`src/rtl/addsub_arbiter.sv`:
```
// Two-requester round-robin front end for a single shared add/subtract unit.
// Operations run IDLE -> EXEC -> RESP; the result is held on RSP_* until the consumer accepts it.

module addsub_unit #(
    parameter int WIDTH = 3
) (
    input  logic [WIDTH:0] i_a,
    input  logic [WIDTH:0] i_b,
    input  logic           i_sub,
    output logic [WIDTH:0] o_r,
    output logic           o_cout,
    output logic           o_ovf
);
    logic [WIDTH:0]   w_bsel;
    logic [WIDTH+1:0] w_sum;

    // Subtract is A + ~B + 1, so the carry-out reads as "no borrow".
    assign w_bsel = i_sub ? ~i_b : i_b;
    assign w_sum  = {1'b0, i_a} + {1'b0, w_bsel} + {{(WIDTH+1){1'b0}}, i_sub};
    assign o_r    = w_sum[WIDTH:0];
    assign o_cout = w_sum[WIDTH+1];
    assign o_ovf  = (i_a[WIDTH] == w_bsel[WIDTH]) && (w_sum[WIDTH] != i_a[WIDTH]);
endmodule

module addsub_arbiter #(
    parameter int WIDTH = 3
) (
    input  logic           CLK,
    input  logic           RST_N,
    input  logic           VALID0,
    output logic           READY0,
    input  logic [WIDTH:0] A0,
    input  logic [WIDTH:0] B0,
    input  logic           SUB0,
    input  logic           VALID1,
    output logic           READY1,
    input  logic [WIDTH:0] A1,
    input  logic [WIDTH:0] B1,
    input  logic           SUB1,
    output logic           RSP_VALID,
    input  logic           RSP_READY,
    output logic           RSP_ID,
    output logic [WIDTH:0] RSP_RESULT,
    output logic           RSP_COUT,
    output logic           RSP_OVF,
    output logic [7:0]     OP_COUNT
);
    typedef enum logic [1:0] {
        IDLE = 2'd0,
        EXEC = 2'd1,
        RESP = 2'd2
    } state_t;

    state_t         r_state;
    state_t         w_next;

    logic           r_last;
    logic [WIDTH:0] r_a;
    logic [WIDTH:0] r_b;
    logic           r_sub;
    logic           r_id;

    logic           r_rsp_valid;
    logic           r_rsp_id;
    logic [WIDTH:0] r_rsp_result;
    logic           r_rsp_cout;
    logic           r_rsp_ovf;
    logic [7:0]     r_op_count;

    logic           w_grant0;
    logic           w_grant1;
    logic           w_hs;
    logic [WIDTH:0] w_r;
    logic           w_cout;
    logic           w_ovf;

    // Grants are gated by reset so nothing looks granted while reset is held.
    assign w_grant0 = RST_N && (r_state == IDLE) && VALID0 && (!VALID1 || r_last);
    assign w_grant1 = RST_N && (r_state == IDLE) && VALID1 && (!VALID0 || !r_last);
    assign w_hs     = w_grant0 || w_grant1;

    assign READY0     = w_grant0;
    assign READY1     = w_grant1;
    assign RSP_VALID  = r_rsp_valid;
    assign RSP_ID     = r_rsp_id;
    assign RSP_RESULT = r_rsp_result;
    assign RSP_COUT   = r_rsp_cout;
    assign RSP_OVF    = r_rsp_ovf;
    assign OP_COUNT   = r_op_count;

    addsub_unit #(.WIDTH(WIDTH)) u_alu (
        .i_a    (r_a),
        .i_b    (r_b),
        .i_sub  (r_sub),
        .o_r    (w_r),
        .o_cout (w_cout),
        .o_ovf  (w_ovf)
    );

    always_comb begin
        w_next = r_state;
        case (r_state)
            IDLE:    if (w_hs) w_next = EXEC;
            EXEC:    w_next = RESP;
            RESP:    if (RSP_READY) w_next = IDLE;
            default: w_next = IDLE;
        endcase
    end

    always_ff @(posedge CLK) begin
        if (!RST_N) begin
            r_state      <= IDLE;
            r_last       <= 1'b1;
            r_a          <= '0;
            r_b          <= '0;
            r_sub        <= 1'b0;
            r_id         <= 1'b0;
            r_rsp_valid  <= 1'b0;
            r_rsp_id     <= 1'b0;
            r_rsp_result <= '0;
            r_rsp_cout   <= 1'b0;
            r_rsp_ovf    <= 1'b0;
            r_op_count   <= 8'd0;
        end else begin
            r_state <= w_next;
            if (w_hs) begin
                r_id  <= w_grant1;
                r_a   <= w_grant1 ? A1   : A0;
                r_b   <= w_grant1 ? B1   : B0;
                r_sub <= w_grant1 ? SUB1 : SUB0;
            end
            if (r_state == EXEC) begin
                r_rsp_valid  <= 1'b1;
                r_rsp_id     <= r_id;
                r_rsp_result <= w_r;
                r_rsp_cout   <= w_cout;
                r_rsp_ovf    <= w_ovf;
                r_last       <= r_id;
            end
            if ((r_state == RESP) && RSP_READY) begin
                r_rsp_valid <= 1'b0;
                r_op_count  <= r_op_count + 8'd1;
            end
        end
    end
endmodule

```
`config.mk`:
```
export PLATFORM = sky130hd
export DESIGN_NAME = addsub_arbiter
export DESIGN_NICKNAME = d
export VERILOG_FILES = /design/src/rtl/addsub_arbiter.sv
export SDC_FILE = /design/constraint.sdc
export NUM_CORES = 1
export LEC_CHECK = 0
export CAP_MARGIN = 20
export CORE_MARGIN = 8
export CORE_UTILIZATION = 48
export CTS_BUF_LIST = sky130_fd_sc_hd__clkbuf_4 sky130_fd_sc_hd__clkbuf_8
export CTS_CLUSTER_SIZE = 16
export DETAILED_ROUTE_END_ITERATION = 10
export PLACE_DENSITY = 0.85
export SLEW_MARGIN = 20
export SYNTH_ARGS = -nofsm -noshare
export SYNTH_HDL_FRONTEND = slang
export SYNTH_SLANG_ARGS = --single-unit
```
`constraint.sdc`:
```
create_clock -name CLK -period 1.9 [get_ports CLK]
set_input_delay 0.475 -clock CLK [delete_from_list [all_inputs] [get_ports CLK]]
set_output_delay 0.475 -clock CLK [all_outputs]
set_load 0.01 [all_outputs]
```
==> flow_metrics.env, run 1 <==
export IMPL_outcome="finished clean"
export IMPL_final_core_util_pct=69.1
export IMPL_cts_tree="done"
export IMPL_drtIter0Drc=41
export IMPL_clock_fmax_ghz=0.551
export IMPL_die_width_um=69.9
export IMPL_synthFlopType="dfxtp_1"
export IMPL_drc_errors=0
export IMPL_p_per_area_nw_per_um2=725
export IMPL_post_place_ws_ns=-0.533
export IMPL_avgViaCountPerCell=5.32
export IMPL_crit_fanout=2
export IMPL_yosysSeqAreaShare_pct=41.6
export IMPL_fin_crit_ns=1.82
export IMPL_clk_pin_slew_ns=0.08
export IMPL_port_buffers=40
export IMPL_hold_viol=0
export IMPL_slew_viol_final=0
export IMPL_grt_pass1_wl_um=5180
export IMPL_slew_headroom_pct=74.9
export IMPL_cts_max_level=2
export IMPL_antenna_found_initial=0
export IMPL_grt_util_met1_pct=12.3
export IMPL_cp_required_ns=1.42
export IMPL_cts_made_buffers=5
export IMPL_synth_top_area_cell="dfxtp_1"
export IMPL_grt_busiest_layer="met2"
export IMPL_vias=1182
export IMPL_syn_area_per_cell_um2=9.69
export IMPL_fin_area_um2=1910
export IMPL_yosys_top_cells_area="dfxtp_1 42%, mux2i_1 6.5%, o21ai_0 4.7%"
export IMPL_fp_row_count=19
export IMPL_cts_buffer_depth=2
export IMPL_finalSetupViolCount=0
export IMPL_die_h_um=69.9
export IMPL_fin_ws_ns=0.0846
export IMPL_grt_use_total_pct=12.4
export IMPL_fill_cells=228
export IMPL_tightest_slew_ns=0.376
export IMPL_synth_cells=144
export IMPL_grt_pass1_vias=1213
export IMPL_antennaDiodeCount=0
export IMPL_critPathLaunchType="input port"
export IMPL_yosysMostFrequentCell="dfxtp_1"
export IMPL_min_path_cells=2
export IMPL_numClockSinks=29
export IMPL_grt_start_max_net_pins=31
export IMPL_syn_cell_area_um2=1400
export IMPL_post_dp_cell_area_um2=1840
export IMPL_place_congestion=0.823
export IMPL_cts_root_buf="clkbuf_4"
export IMPL_synth_edf_count=0
export IMPL_ys_top_cells_by_count="29 x dfxtp_1, 15 x nand2_1, 13 x o21ai_0"
export IMPL_drt_total_wl_um=3000
export IMPL_clk_latency_ns=0.32
export IMPL_ant_nets=0
export IMPL_dieArea_um2=4890
export IMPL_setup_worst_path_class="input port to primary output"
export IMPL_coreArea_um2=2760
export IMPL_wl_per_cell_um=13.5
export IMPL_final_cells=222
export IMPL_synth_seq_cells=29
export IMPL_yosysTopAreaCellShare_pct=41.6
export IMPL_hp_class="flop to flop"
export IMPL_grt_overflow_total=0
export IMPL_place_inst=214
export IMPL_drive_gt1_share_pct=10.5
export IMPL_synth_async_reset_ratio_pct=0
export IMPL_maxCapViolCount=0
export IMPL_synth_warnings=0
export IMPL_drtPass1Iterations=4
export IMPL_p_leak_nw=0.875
export IMPL_dpl_hpwl_um=2290
export IMPL_tns_ns=0
export IMPL_use_met3_pct=6.64
export IMPL_crit_path_end_kind="primary output"
export IMPL_start_util_pct=50.6
export IMPL_syn_nets=172
export IMPL_io_pin_count=41
export IMPL_vdd_ir_drop_max_uv=609
export IMPL_critPathArrivalTime_ns=1.34
export IMPL_met2_usage_pct=21.5
export IMPL_synth_cell_types=36
export IMPL_fin_worst_skew_ns=0.00557
export IMPL_area_delta_synth_final_pct=36.7
export IMPL_rsz0062_at_grt="no"
export IMPL_worst_r2r_cell_count=5
export IMPL_layout_nets=219
export IMPL_finalCritPeriodShare_pct=95.5
[final timing paths]
kind / from / end / slack [ns]
worst max-delay path: RST_N / READY0 / 0.08
worst max register to register: r_b[0]$_SDFFE_PN0P_ / RSP_COUT$_SDFFE_PN0N_ / 0.17
worst min-delay path: RSP_ID$_SDFFE_PN0N_ / RSP_ID$_SDFFE_PN0N_ / 0.48
worst min register to register: RSP_ID$_SDFFE_PN0N_ / RSP_ID$_SDFFE_PN0N_ / 0.48
[through the flow]
step / hold WS, ns / power, mW
after CTS: 0.482 / 1.40
after detailed placement: 0.468 / 1.01
after global routing: 0.520 / 1.47
final: 0.478 / 1.38
after global placement: 0.455 / 0.999
after floorplan: 0.444 / 0.876
[cells in the final DEF, fill, tap and decap left out, types with 5 or more instances in the layout]
cell / n
a21oi_1: 11
and2_1: 6
buf_4: 5
clkbuf_4: 6
clkdlybuf4s50_1: 35
dfxtp_1: 29
mux2i_1: 9
nand2_1: 15
o21ai_0: 13
xnor2_1: 6
xor2_1: 6
[critical path, cell delays in order]
cell,delay [ns]
dlygate4sd2_1,0.22
nor3b_4,0.22
buf_4,0.15
and3_1,0.15
buf_2,0.13
[logic make-up after synthesis]
kind of cell	count (synthesis)	share of synthesized area, %
xor+xnor	12	7.53
mux	10	7.26
simple gates	44	18.4
flops	29	41.6
buf+inv	7	3.14
compound gates	37	17.0
fa+ha+maj	5	5.02
[flip-flops by register name, summed over array words and instances (netlist names)]
| signal | count |
|---|---|
| RSP_COUT | 1 |
| RSP_VALID | 1 |
| r_id | 1 |
| r_b | 4 |
| RSP_RESULT | 4 |
| r_last | 1 |
| OP_COUNT | 8 |
| r_a | 4 |
| RSP_OVF | 1 |
| r_sub | 1 |
| r_state | 2 |
| RSP_ID | 1 |
[metal layers]
metal	up-vias	wire length, µm
li1	606	-
met1	538	1220
met2	34	1530
met3	4	223
met4	0	21
met5	-	0
[report_power, final]
group / total (mW) / switching, mW / internal (mW)
combinational: 0.312 / 0.140 / 0.173
sequential: 0.682 / 0.0318 / 0.650
clock: 0.387 / 0.199 / 0.189
total: 1.38 / 0.370 / 1.01
[final cells by class]
type	count	area [µm²]	area share, %
Inverter	1	3.75	0.197
Clock buffer	7	58.8	3.08
Tap cell	31	38.8	2.03
Multi-Input combinational cell	108	777	40.7
Sequential cell	29	581	30.4
Timing Repair Buffer	46	448	23.5
[repair_timing]
action	4_1_cts	5_1_grt
setup buffers	1	0
gates resized for setup	9	2
endpoints found under the setup margin	2	2
hold buffers	0	0
No activity file was read; power rests on OpenSTA's default activity.
==> run 2: changes to the inputs <==
--- a/config.mk
+++ b/config.mk
@@ -11,6 +11,7 @@
 export CTS_BUF_LIST = sky130_fd_sc_hd__clkbuf_4 sky130_fd_sc_hd__clkbuf_8
 export CTS_CLUSTER_SIZE = 16
 export DETAILED_ROUTE_END_ITERATION = 10
+export GPL_TIMING_DRIVEN = 0
 export PLACE_DENSITY = 0.85
 export SLEW_MARGIN = 20
 export SYNTH_ARGS = -nofsm -noshare
==> run 2 against run 1 <==
Non-clock buffer count up 5; critical path depth up 1; first-iteration DRC count up 71%; sequential cell count unchanged; sequential power about the same; register-to-register slack better by 0.02 ns; largest cell class unchanged; largest power group unchanged.
==> flow_metrics.env, run 2 (synthesis gave the netlist of run 1 again) <==
export IMPL_layout_nets=224
export IMPL_cts_buffer_depth=2
export IMPL_cts_tree="done"
export IMPL_grt_start_max_net_pins=11
export IMPL_outcome="finished clean"
export IMPL_post_dp_cell_area_um2=1830
export IMPL_dieArea_um2=4890
export IMPL_port_buffers=40
export IMPL_cp_required_ns=1.42
export IMPL_largest_reg_flops=8
export IMPL_cts_root_buf="clkbuf_4"
export IMPL_min_path_cells=2
export IMPL_die_width_um=69.9
export IMPL_io_pin_count=41
export IMPL_rsz0062_at_grt="no"
export IMPL_place_congestion=0.863
export IMPL_worst_r2r_cell_count=6
export IMPL_fin_crit_ns=1.84
export IMPL_drtPass1Iterations=4
export IMPL_fp_row_count=19
export IMPL_startpoint="r_state[0]$_SDFFE_PN0P_"
export IMPL_p_total_mw=1.43
export IMPL_drtIter0Drc=70
export IMPL_critPathArrivalTime_ns=1.36
export IMPL_numClockSinks=29
export IMPL_grt_use_total_pct=13.0
export IMPL_clk_pin_slew_ns=0.08
export IMPL_dpl_hpwl_um=2420
export IMPL_maxCapViolCount=0
export IMPL_clock_fmax_ghz=0.544
export IMPL_grt_pass1_wl_um=5430
export IMPL_slew_viol_final=0
export IMPL_antenna_found_initial=0
export IMPL_fill_cells=223
export IMPL_crit_fanout=2
export IMPL_drive_gt1_share_pct=14.2
export IMPL_die_h_um=69.9
export IMPL_layout_common_cells="35 x clkdlybuf4s50_1, 27 x dfxtp_1, 15 x nand2_1"
export IMPL_slew_headroom_pct=70.9
export IMPL_grt_pass1_vias=1263
export IMPL_finalSetupViolCount=0
export IMPL_start_util_pct=50.6
export IMPL_coreArea_um2=2760
export IMPL_ctsHoldBuffers=0
export IMPL_drc_errors=0
export IMPL_fin_worst_skew_ns=0.0151
export IMPL_grt_overflow_total=0
export IMPL_worst_r2r_setup_slack_ns=0.19
export IMPL_tightest_slew_ns=0.437
export IMPL_ant_nets=0
export IMPL_vias=1218
export IMPL_p_leak_nw=0.889
export IMPL_wl_per_cell_um=14.0
export IMPL_antennaDiodeCount=0
export IMPL_area_delta_synth_final_pct=40.2
export IMPL_hp_class="flop to flop"
export IMPL_finalCritPeriodShare_pct=96.7
export IMPL_final_common_cell="clkdlybuf4s50_1"
export IMPL_r2r_end="RSP_OVF$_SDFFE_PN0N_"
export IMPL_drt_total_wl_um=3180
export IMPL_crit_path_end_kind="primary output"
export IMPL_setup_worst_path_class="flop to primary output"
export IMPL_avgViaCountPerCell=5.34
export IMPL_clk_latency_ns=0.33
export IMPL_rr_startpoint="r_sub$_SDFFE_PN0P_"
export IMPL_hold_viol=0
export IMPL_p_per_area_nw_per_um2=733
export IMPL_cts_made_buffers=5
export IMPL_vdd_ir_drop_max_uv=618
export IMPL_fin_area_um2=1960
export IMPL_cts_max_level=2
export IMPL_min_delay_start="r_id$_SDFFE_PN0P_"
export IMPL_hold_end="r_id$_SDFFE_PN0P_"
export IMPL_critPathLaunchType="flop"
[run 2: how the worst max path moves through the flow]
stage                     slack [ns]                    end
after global placement         -0.69                 READY1
after floorplan                 0.30  RSP_COUT$_SDFFE_PN0N_
after detailed placement       -0.74                 READY1
final                           0.06                 READY1
after CTS                       0.01                 READY0
after global routing           0.001                 READY1
[run 2: per-layer routing]
metal,up-vias,wire length (µm),track usage (%)
li1,611,-,-
met5,-,0,0
met4,0,48,6.03
met2,35,1610,21.8
met1,566,1360,14.5
met3,6,164,4.24
[run 2: area by class of cell]
cell class,instances,area [µm²],area share (%)
multi-input cells,108,785,40.1
flip-flops and latches,29,588,30.1
repair buffers,45,427,21.8
clock buffers,7,65.1,3.33
plain buffers,6,43.8,2.24
well taps,31,38.8,1.98
clock inverters,1,5.00,0.256
inverters,1,3.75,0.192
[run 2: report_power, final]
part           switching, mW  leakage, nW  internal, mW
Sequential            0.0318        0.238         0.650
Combinational          0.148        0.609         0.178
Clock                  0.211       0.0413         0.214
[run 2: critical path, stage by stage (launching register included)]
cell and delay, ns:
dfxtp_4 0.35, nor3b_4 0.21, buf_4 0.15, nand3_4 0.08
buf_8 0.13, inv_2 0.04, buf_6 0.09
[run 2: through the flow]
step           setup WS [ns]  hold slack (ns)  cells  util [%]  TNS (ns)
5_1_grt              0.00100            0.510    228      70.9         0
6_report              0.0624            0.484    228      70.9         0
3_5_place_dp          -0.742            0.467    215      66.5     -2.07
3_3_place_gp          -0.694            0.451    215      66.5     -1.55
2_1_floorplan          0.295            0.444    144         -         0
4_1_cts              0.00984            0.479    228      70.8         0
[run 2: timing repair]
action	4_1_cts	5_1_grt
gates resized for setup	16	6
gates cloned	0	0
setup buffers	5	0
endpoints found under the setup margin	2	2
